--- src/rtl/bcd_sum_display_if.sv ---
// Display-side bundle between the BCD adder stage and the 7-segment driver.
// The master produces the adder result and blanking control; the slave
// (the display driver) returns the registered segment, anode and dp pins.
interface bcd_sum_display_if;
    logic       sum_valid;  // one-cycle capture strobe
    logic [7:0] sum;        // packed BCD: [7:4] tens, [3:0] ones
    logic       sum_cout;   // hundreds digit (0 or 1)
    logic       blank_lz;   // 1 = blank leading zeros, sampled live
    logic [6:0] seg;        // {g,f,e,d,c,b,a}, active-low
    logic [3:0] an;         // digit anodes, active-low
    logic       dp;         // decimal point, active-low (always off)

    modport master (
        output sum_valid, sum, sum_cout, blank_lz,
        input  seg, an, dp
    );

    modport slave (
        input  sum_valid, sum, sum_cout, blank_lz,
        output seg, an, dp
    );
endinterface

--- src/rtl/bcd_sum_display.sv ---
// Latches the adder's packed-BCD sum and carry, then scans them onto three
// digits of a common-anode 7-segment display as 000..199. Digits are selected
// round-robin (ones, tens, hundreds) every REFRESH_DIV cycles. Segment and
// anode outputs are registered, so they trail the scan index and the held
// value by exactly one clock.
module bcd_sum_display #(
    parameter int unsigned REFRESH_DIV = 100000  // cycles per digit, 1..2^20
) (
    input  logic             clk,
    input  logic             rst,
    bcd_sum_display_if.slave bus
);

    // A one-cycle refresh still needs a 1-bit counter that simply stays at 0.
    localparam int unsigned      CNT_W    = (REFRESH_DIV > 1) ? $clog2(REFRESH_DIV) : 1;
    localparam logic [CNT_W-1:0] CNT_LAST = CNT_W'(REFRESH_DIV - 1);

    localparam logic [6:0] SEG_OFF = 7'b1111111;
    localparam logic [6:0] SEG_E   = 7'b0000110;

    // Scan position. Encoding matches the anode bit driven for each digit;
    // the fourth anode is never selected.
    typedef enum logic [1:0] {
        DIG_ONES  = 2'd0,
        DIG_TENS  = 2'd1,
        DIG_HUNDS = 2'd2
    } digit_sel_t;

    // Active-low 7-segment pattern {g,f,e,d,c,b,a}; any non-BCD code shows 'E'.
    function automatic logic [6:0] seg_decode(input logic [3:0] d);
        logic [6:0] s;
        case (d)
            4'd0:    s = 7'b1000000;
            4'd1:    s = 7'b1111001;
            4'd2:    s = 7'b0100100;
            4'd3:    s = 7'b0110000;
            4'd4:    s = 7'b0011001;
            4'd5:    s = 7'b0010010;
            4'd6:    s = 7'b0000010;
            4'd7:    s = 7'b1111000;
            4'd8:    s = 7'b0000000;
            4'd9:    s = 7'b0010000;
            default: s = SEG_E;
        endcase
        return s;
    endfunction

    // Held adder result
    logic [7:0]       hold_sum_q;
    logic             hold_c_q;

    // Refresh divider and scan state
    logic [CNT_W-1:0] div_cnt_q;
    logic [CNT_W-1:0] div_cnt_d;
    logic             tick;
    digit_sel_t       idx_q;
    digit_sel_t       idx_d;

    // Digit selection and output registers
    logic [3:0]       digit_val;
    logic             digit_blank;
    logic [6:0]       seg_d;
    logic [6:0]       seg_q;
    logic [3:0]       an_d;
    logic [3:0]       an_q;

    // Capture the adder result on every strobe; the newest strobe always wins.
    always_ff @(posedge clk or posedge rst) begin
        if (rst) begin
            hold_sum_q <= 8'h00;
            hold_c_q   <= 1'b0;
        end else if (bus.sum_valid) begin
            hold_sum_q <= bus.sum;
            hold_c_q   <= bus.sum_cout;
        end
    end

    assign tick = (div_cnt_q == CNT_LAST);

    // Free-running refresh divider; captures never disturb it.
    always_comb begin
        div_cnt_d = div_cnt_q + CNT_W'(1);
        if (tick) begin
            div_cnt_d = '0;
        end
    end

    // Next scan position: ones -> tens -> hundreds -> ones, once per tick.
    always_comb begin
        idx_d = idx_q;
        if (tick) begin
            case (idx_q)
                DIG_ONES: idx_d = DIG_TENS;
                DIG_TENS: idx_d = DIG_HUNDS;
                default:  idx_d = DIG_ONES;
            endcase
        end
    end

    // Divider and scan-state registers.
    always_ff @(posedge clk or posedge rst) begin
        if (rst) begin
            div_cnt_q <= '0;
            idx_q     <= DIG_ONES;
        end else begin
            div_cnt_q <= div_cnt_d;
            idx_q     <= idx_d;
        end
    end

    // Pick the digit under the scan and decide whether it is a leading zero.
    // Tens is only a leading zero when it really is 0 (an 'E' nibble is never
    // hidden) and there is no hundreds digit in front of it.
    always_comb begin
        digit_val   = 4'h0;
        digit_blank = 1'b0;
        case (idx_q)
            DIG_ONES: begin
                digit_val = hold_sum_q[3:0];
            end
            DIG_TENS: begin
                digit_val   = hold_sum_q[7:4];
                digit_blank = bus.blank_lz && !hold_c_q && (hold_sum_q[7:4] == 4'h0);
            end
            default: begin
                digit_val   = {3'b000, hold_c_q};
                digit_blank = bus.blank_lz && !hold_c_q;
            end
        endcase
    end

    // Next segment/anode pattern for the currently selected digit.
    always_comb begin
        an_d  = ~(4'b0001 << idx_q);
        seg_d = digit_blank ? SEG_OFF : seg_decode(digit_val);
    end

    // Registered display pins; all segments and anodes off while in reset.
    always_ff @(posedge clk or posedge rst) begin
        if (rst) begin
            seg_q <= SEG_OFF;
            an_q  <= 4'b1111;
        end else begin
            seg_q <= seg_d;
            an_q  <= an_d;
        end
    end

    assign bus.seg = seg_q;
    assign bus.an  = an_q;
    assign bus.dp  = 1'b1;

endmodule

--- src/flat_wrapper.sv ---
// flat-port wrapper written by rule: the top's interface ports become plain ports
module bcd_sum_display_flat 
#(
    parameter int unsigned REFRESH_DIV = 100000                              
)
  (clk, rst, bus_sum_valid, bus_sum, bus_sum_cout, bus_blank_lz, bus_seg, bus_an, bus_dp);
  bcd_sum_display_if bus_i ();
  input  logic clk;
  input  logic rst;
  input wire logic [$bits(bus_i.sum_valid)-1:0] bus_sum_valid;
  input wire logic [$bits(bus_i.sum)-1:0] bus_sum;
  input wire logic [$bits(bus_i.sum_cout)-1:0] bus_sum_cout;
  input wire logic [$bits(bus_i.blank_lz)-1:0] bus_blank_lz;
  output wire logic [$bits(bus_i.seg)-1:0] bus_seg;
  output wire logic [$bits(bus_i.an)-1:0] bus_an;
  output wire logic [$bits(bus_i.dp)-1:0] bus_dp;
  assign bus_i.sum_valid = bus_sum_valid;
  assign bus_i.sum = bus_sum;
  assign bus_i.sum_cout = bus_sum_cout;
  assign bus_i.blank_lz = bus_blank_lz;
  assign bus_seg = bus_i.seg;
  assign bus_an = bus_i.an;
  assign bus_dp = bus_i.dp;
  bcd_sum_display #(.REFRESH_DIV(REFRESH_DIV)) u_core (.clk(clk), .rst(rst), .bus(bus_i));
endmodule
--- config.mk ---
export PLATFORM = sky130hd
export DESIGN_NAME = bcd_sum_display_flat
export DESIGN_NICKNAME = d
export VERILOG_FILES = /design/src/rtl/bcd_sum_display_if.sv /design/src/rtl/bcd_sum_display.sv /design/src/flat_wrapper.sv
export SDC_FILE = /design/constraint.sdc
export NUM_CORES = 1
export LEC_CHECK = 0
export BUFFER_PORTS_ARGS = -buffer_cell sky130_fd_sc_hd__buf_4
export CAP_MARGIN = 20
export CORE_MARGIN = 2
export CORE_UTILIZATION = 45
export CTS_CLUSTER_DIAMETER = 100
export DETAILED_ROUTE_END_ITERATION = 8
export PLACE_DENSITY = 0.66
export SLEW_MARGIN = 10
export SYNTH_ARGS = -nofsm -noshare
export SYNTH_HDL_FRONTEND = slang
export SYNTH_SLANG_ARGS = --single-unit
--- constraint.sdc ---
create_clock -name clk -period 3.95 [get_ports clk]
set_clock_uncertainty 0.1 [all_clocks]
set_input_delay 0.395 -clock clk [delete_from_list [all_inputs] [get_ports clk]]
set_output_delay 0.395 -clock clk [all_outputs]
set_load 0.01 [all_outputs]
==> results of run 1 <==
## metal layers
layer / track usage / vias up / share of wire
met3: 0.0559 / 5 / 0.041
met5: 0 / - / 0
met2: 0.256 / 21 / 0.47
li1: - / 614 / -
met1: 0.214 / 595 / 0.47
met4: 0.0775 / 0 / 0.019
## cells by family (layout without fill, tap and decap cells)
logic type      count (synthesis)  in the layout  synth area share
xor+xnor                       14             14            0.0656
mux                            16             16            0.0937
flops                          39             39             0.529
other cells                     1              1           0.00201
fa+ha+maj                       6              6            0.0402
simple gates                   62             62             0.201
buf+inv                         9             37            0.0241
compound gates                 14             14            0.0442
## placed cells by master (no fill, tap or decap), types with 2 or more instances in the layout
cell and n:
inv_1 5, ha_1 6, nand3_1 6, dfstp_2 11
nor2_1 11, mux2_2 9, nor2_2 4, a21oi_1 4
o21ai_1 3, nand2b_1 3, nand2_1 11, nor2b_1 2
xor2_1 8, dfrtp_1 28, mux2i_1 6, o21ai_0 4
buf_4 24, clkbuf_8 5, xnor2_1 6, or3_1 2
nor4_1 4, and2_1 3, nand4_1 2, nor3_1 3
## sequential cells by signal, summed over array words and instances, names as in the netlist
signal / count
u_core.div_cnt_q: 17
u_core.hold_sum_q: 8
u_core.bus.seg: 7
u_core.bus.an: 4
u_core.idx_q: 2
u_core.hold_c_q: 1
## per-stage QoR
step	setup WS [ps]	cells
after global routing	1810	239
after global placement	2130	231
after floorplan	2150	161
after CTS	1980	239
final	1990	239
after detailed placement	2000	231
## worst paths after layout
check,from,to
worst min-delay path,rst,u_core.div_cnt_q[6]
min in group clk,bus_sum[4],u_core.hold_sum_q[4]
worst min register to register,u_core.div_cnt_q[0],u_core.div_cnt_q[0]
max in group asynchronous,rst,u_core.bus.an[0]
worst max-delay path,u_core.idx_q[0],u_core.bus.seg[4]
worst max register to register,u_core.idx_q[0],u_core.bus.seg[4]
## worst register-to-register path, delay by kind of cell, from the launching register on
kind,cells,cell delay (ps)
AND/OR/NAND/NOR,3,750
flip-flops,1,520
adder cells (fa/ha/maj),1,210
AO/OA/AOI/OAI,2,210
buffers and inverters,1,100
## final cells by class
cell class / count / area (µm²)
Clock inverter: 2 / 12.5
Fill cell: 360 / 1830
Clock buffer: 6 / 72.6
Sequential cell: 39 / 990
Timing Repair Buffer: 24 / 180
Multi-Input combinational cell: 113 / 835
Tap cell: 50 / 62.6
Inverter: 5 / 18.8
## power by group
group | total (mW) | switching [mW] | internal (mW)
Sequential | 0.435 | 0.00881 | 0.426
Clock | 0.257 | 0.134 | 0.123
Combinational | 0.0926 | 0.0460 | 0.0466
Total | 0.785 | 0.189 | 0.596
==> flow_summary.ini, run 1 <==
[status]
status = complete, no violations

[place]
place_hpwl_um = 2420
dpl-instance-area_um2 = 2090
portBuffers = 23
place.gp.congestion = 0.917

[sta]
hold_viol = 0
tns_ps = 0
holdWs_ps = 153
min_period_over_period = 0.496
worst_pin_slew_ps = 792
slew_headroom = 0.472
fmax_ghz = 0.510
setup_violations = 0
min_period_ps = 1960
drv_slew = 0
rsz0062_at_grt = false

[detailed_routing]
first_iter_violations = 19
drtAntennaViolNets = 0
drt-vias-per-instance = 5.17
routed_wl_um = 3200
wl_per_cell_um = 13.4
num_vias = 1235
first_pass_iters = 4
drcViolationCount = 0

[synth]
synth_edf_count = 0
yosysUniqueCellTypes = 41
synth.avg_cell_area_um2 = 11.6
synthFlopType = dfrtp_1
synth_seq_area_share = 0.529
yosys.area.top_type_share = 0.375
synth_top_cells_by_count = 28 x dfrtp_1, 11 x dfstp_2, 11 x nand2_1, 11 x nor2_1, 9 x mux2_2
synth_fp_nets = 180
yosysMostFrequentCell = dfrtp_1
yosys-top-cells-area = dfrtp_1 37%, dfstp_2 15%, mux2_2 5.4%, ha_1 4.0%, xor2_1 3.7%
synthArstFlopShare = 1.00
ys_seq_elements = 39
synthCells = 161
yosysWarnings = 0
synth_top_area_cell = dfrtp_1
synth_area_um2 = 1870

[critical_path]
arrival_ps = 2080
crit_fanout = 11
worstPathCellList = nor2b_1, a211o_1, and2_1, inv_1, ha_1, or3_1, o211ai_2
critPathMaxStageDelay_ps = 520
cp_num_buf_inv = 1
worstSetupPathType = register to register
cpLargestDelayFamily = simple AND/OR/NAND/NOR gates
crit_cells = 7
r2r_cells = 7
cp_slowest_cell = dfrtp_1
critPathCaptureType = register
startpoint_type = register
worst-endpoint-required_ps = 4070
r2r_slack_ps = 1990

[global_routing]
antenna_found_initial = 0
grt_pass1_vias = 1226
grt_overflow = 0
grt_pass1_wl_um = 5670
grt_use_total = 0.168
grt_max_degree = 23

[clock_tree]
ctsResizeCount = 0
cts_hold_buf = 0
clock-sinks = 39
tritoncts = done
h-tree-depth = 2
numCtsBuffers = 5
ctsRootBufferMaster = clkbuf_8
clk_latency_ps = 290
clkTransAtPathRegs_ps = 80
cts_buffer_depth = 2
cts_setup_buffers = 0

[cells_and_area]
final_util = 0.543
stdcell_area_um2 = 2170
drive_gt1_frac = 0.328
syn_to_final_growth_pct = 16.1
nets = 207
insertedDiodeCount = 0

[die]
core_area_um2 = 4000
die_h_um = 68.5
start_util = 0.467
dieWidth_um = 68.5
io-pin-count = 25
dieArea_um2 = 4690
fp-row-count = 23

[flow_run]
maxCapViolations = 0

[power_and_ir_drop]
power_leakage_nw = 0.993
irDropWorstVdd_v = 0.000275
total_power_uw = 785
power.density_nw_per_um2 = 361

[hold_path]
min_path_type = input port to asynchronous set/reset pin
(Power assumes the default switching activity.)
==> inputs of run 2 (changes only) <==
- ABC_AREA: not set -> 1
- PLACE_DENSITY: 0.66 -> 0.65
- clock period: 3.95 -> 1.88 ns (I/O delays scaled with it)
==> flow_summary.ini, run 2 <==
[global_routing]
grt_overflow = 0
grt_pass1_wl_um = 6330
antenna_found_initial = 0
grt_max_degree = 40
grt_use_total = 0.157
grt_pass1_vias = 1458

[place]
place_hpwl_um = 2670
dpl-instance-area_um2 = 2280
place.gp.congestion = 0.898
portBuffers = 23

[critical_path]
worstSetupPathType = register to register
critPathMaxStageDelay_ps = 500
worst-endpoint-required_ps = 2000
cp_common_cell = nand2_1
startpoint_type = register
cp_slowest_cell = dfrtp_1
critPathCaptureType = register
arrival_ps = 1840
worstPathCellList = nor2_4, nand2_1, nand2_1, nor2_2, inv_1, ha_1, nor2_4, nand2_1, nand3_1
crit_fanout = 6

[detailed_routing]
top_layer = met4
met1_length_um = 1610
drtAntennaViolNets = 0
wl_met2_um = 1710
wl_per_cell_um = 10.7
wl_met3_um = 126
num_vias = 1513
routed_wl_um = 3470
first_pass_iters = 4
drt-vias-per-instance = 4.67
drcViolationCount = 0
first_iter_violations = 65

[cells_and_area]
largest_register_ffs = 17
syn_to_final_growth_pct = 17.4
nFillCells = 398
layout.cells.most_common = nand2_1
stdcell_area_um2 = 2400
multi_input_area_um2 = 875
insertedDiodeCount = 0
final_cell_mix = 49 x nand2_1, 33 x inv_1, 29 x nor2_1
drive_gt1_frac = 0.298
regMostFlops = u_core.div_cnt_q
nets = 290
seq_area_um2 = 991

[power_and_ir_drop]
combPwrFrac = 0.120
power.internal_mw = 1.28
sequentialPowerShare = 0.542
pwr-share-clk = 0.338
switchingPower_uw = 399
power_leakage_nw = 1.19
p_sw_frac = 0.237
irDropWorstVdd_v = 0.000436
power.density_nw_per_um2 = 700

[synth]
synthFlopType = dfrtp_1
yosysWarnings = 0
synth_top_area_cell = dfrtp_1
yosysMostFrequentCell = nand2_1
ys_seq_elements = 39
synth_fp_nets = 258
synthArstFlopShare = 1.00
yosysUniqueCellTypes = 30
synth.avg_cell_area_um2 = 8.56
synth_seq_area_share = 0.484
synth_area_um2 = 2050
synthCells = 239
synth_top_cells_by_count = 49 x nand2_1, 33 x inv_1, 29 x nor2_1, 28 x dfrtp_1, 16 x nand3_1
yosys.area.top_type_share = 0.343
yosys-top-cells-area = dfrtp_1 34%, dfstp_2 14%, nand2_1 9.0%, inv_1 6.1%, nor2_1 5.3%
synth_edf_count = 0

[clock_tree]
clock-sinks = 39
clkTransAtPathRegs_ps = 70
numCtsBuffers = 5
cts_buffer_depth = 2
ctsRootBufferMaster = clkbuf_8
h-tree-depth = 2
tritoncts = done
clk_latency_ps = 280

[die]
io-pin-count = 25
dieWidth_um = 71.4
die_h_um = 71.4
core_area_um2 = 4350
fp-row-count = 24
start_util = 0.470
dieArea_um2 = 5100

[sta]
drv_slew = 0
min_period_ps = 1720
tns_ps = 0
rsz0062_at_grt = false
setup_violations = 0
min_period_over_period = 0.916
hold_viol = 0
fmax_ghz = 0.581

[hold_path]
min_path_type = input port to register

[flow_run]
maxCapViolations = 0

[status]
status = complete, no violations
-- run 2: area by class of cell --
class,count,area share
clock buffers,7,0.0360
clock inverters,1,0.00208
inverters,40,0.0641
multi-input cells,156,0.364
flip-flops and latches,39,0.413
well taps,52,0.0271
repair buffers,29,0.0938
-- run 2: critical path: cells and delay by family (launching register included) --
kind / cells / cell delay, ps
buffers and inverters: 1 / 110
flip-flops: 1 / 500
AND/OR/NAND/NOR: 7 / 630
adder cells (fa/ha/maj): 1 / 330
-- run 2: logic make-up after synthesis --
kind of cell,count (synthesis),share of synthesized area
DFF,39,0.484
xor gates and xnor gates,6,0.0257
buffers and inverters,44,0.0887
adders and majority gates,6,0.0367
other,1,0.00183
and+or+nand+nor,120,0.286
AOI/OAI and AO/OA,19,0.0550
muxes,4,0.0220
-- run 2: metal layers --
layer | vias up | global-route usage
met5 | - | 0
li1 | 795 | -
met2 | 28 | 0.262
met1 | 688 | 0.199
met4 | 0 | 0.0503
met3 | 2 | 0.0422
-- run 2: worst paths after layout --
kind                                startpoint              endpoint  slack, ps  depth (start not counted)
setup / recovery               u_core.idx_q[0]     u_core.bus.seg[1]        160                          9
hold / removal                    bus_sum_cout       u_core.hold_c_q         10                          3
setup reg to reg               u_core.idx_q[0]     u_core.bus.seg[1]        160                          9
hold reg to reg            u_core.div_cnt_q[0]   u_core.div_cnt_q[0]        360                          1
max in group asynchronous                  rst     u_core.bus.seg[2]        860                          4
min in group asynchronous                  rst  u_core.hold_sum_q[2]        470                          4
-- run 2: through the flow --
step / std cells / worst slack, ps / power (mW) / hold slack, ps / util
final: 324 / 157 / 1.68 / 10.3 / 0.551
after global routing: 324 / 23.6 / 1.78 / 18.0 / 0.551
after CTS: 324 / 123 / 1.71 / 2.14 / 0.551
after global placement: 313 / 254 / 1.13 / 238 / 0.523
after floorplan: 239 / 231 / 1.05 / 209 / -
after detailed placement: 313 / 163 / 1.13 / 244 / 0.523
-- run 2: power by group through the flow --
stage	sequential, mW	clock [mW]	combinational (mW)
CTS	0.911	0.597	0.207
global placement	0.927	0	0.199
finish	0.911	0.569	0.202
floorplan	0.936	0	0.110
detailed placement	0.926	0	0.201
global route	0.915	0.633	0.228
-- run 2: timing repair --
action	CTS	global route
buffers inserted	0	0
hold buffers	3	0
setup endpoints to repair	0	1
resized for setup	0	1
endpoints found under the hold margin	30	0
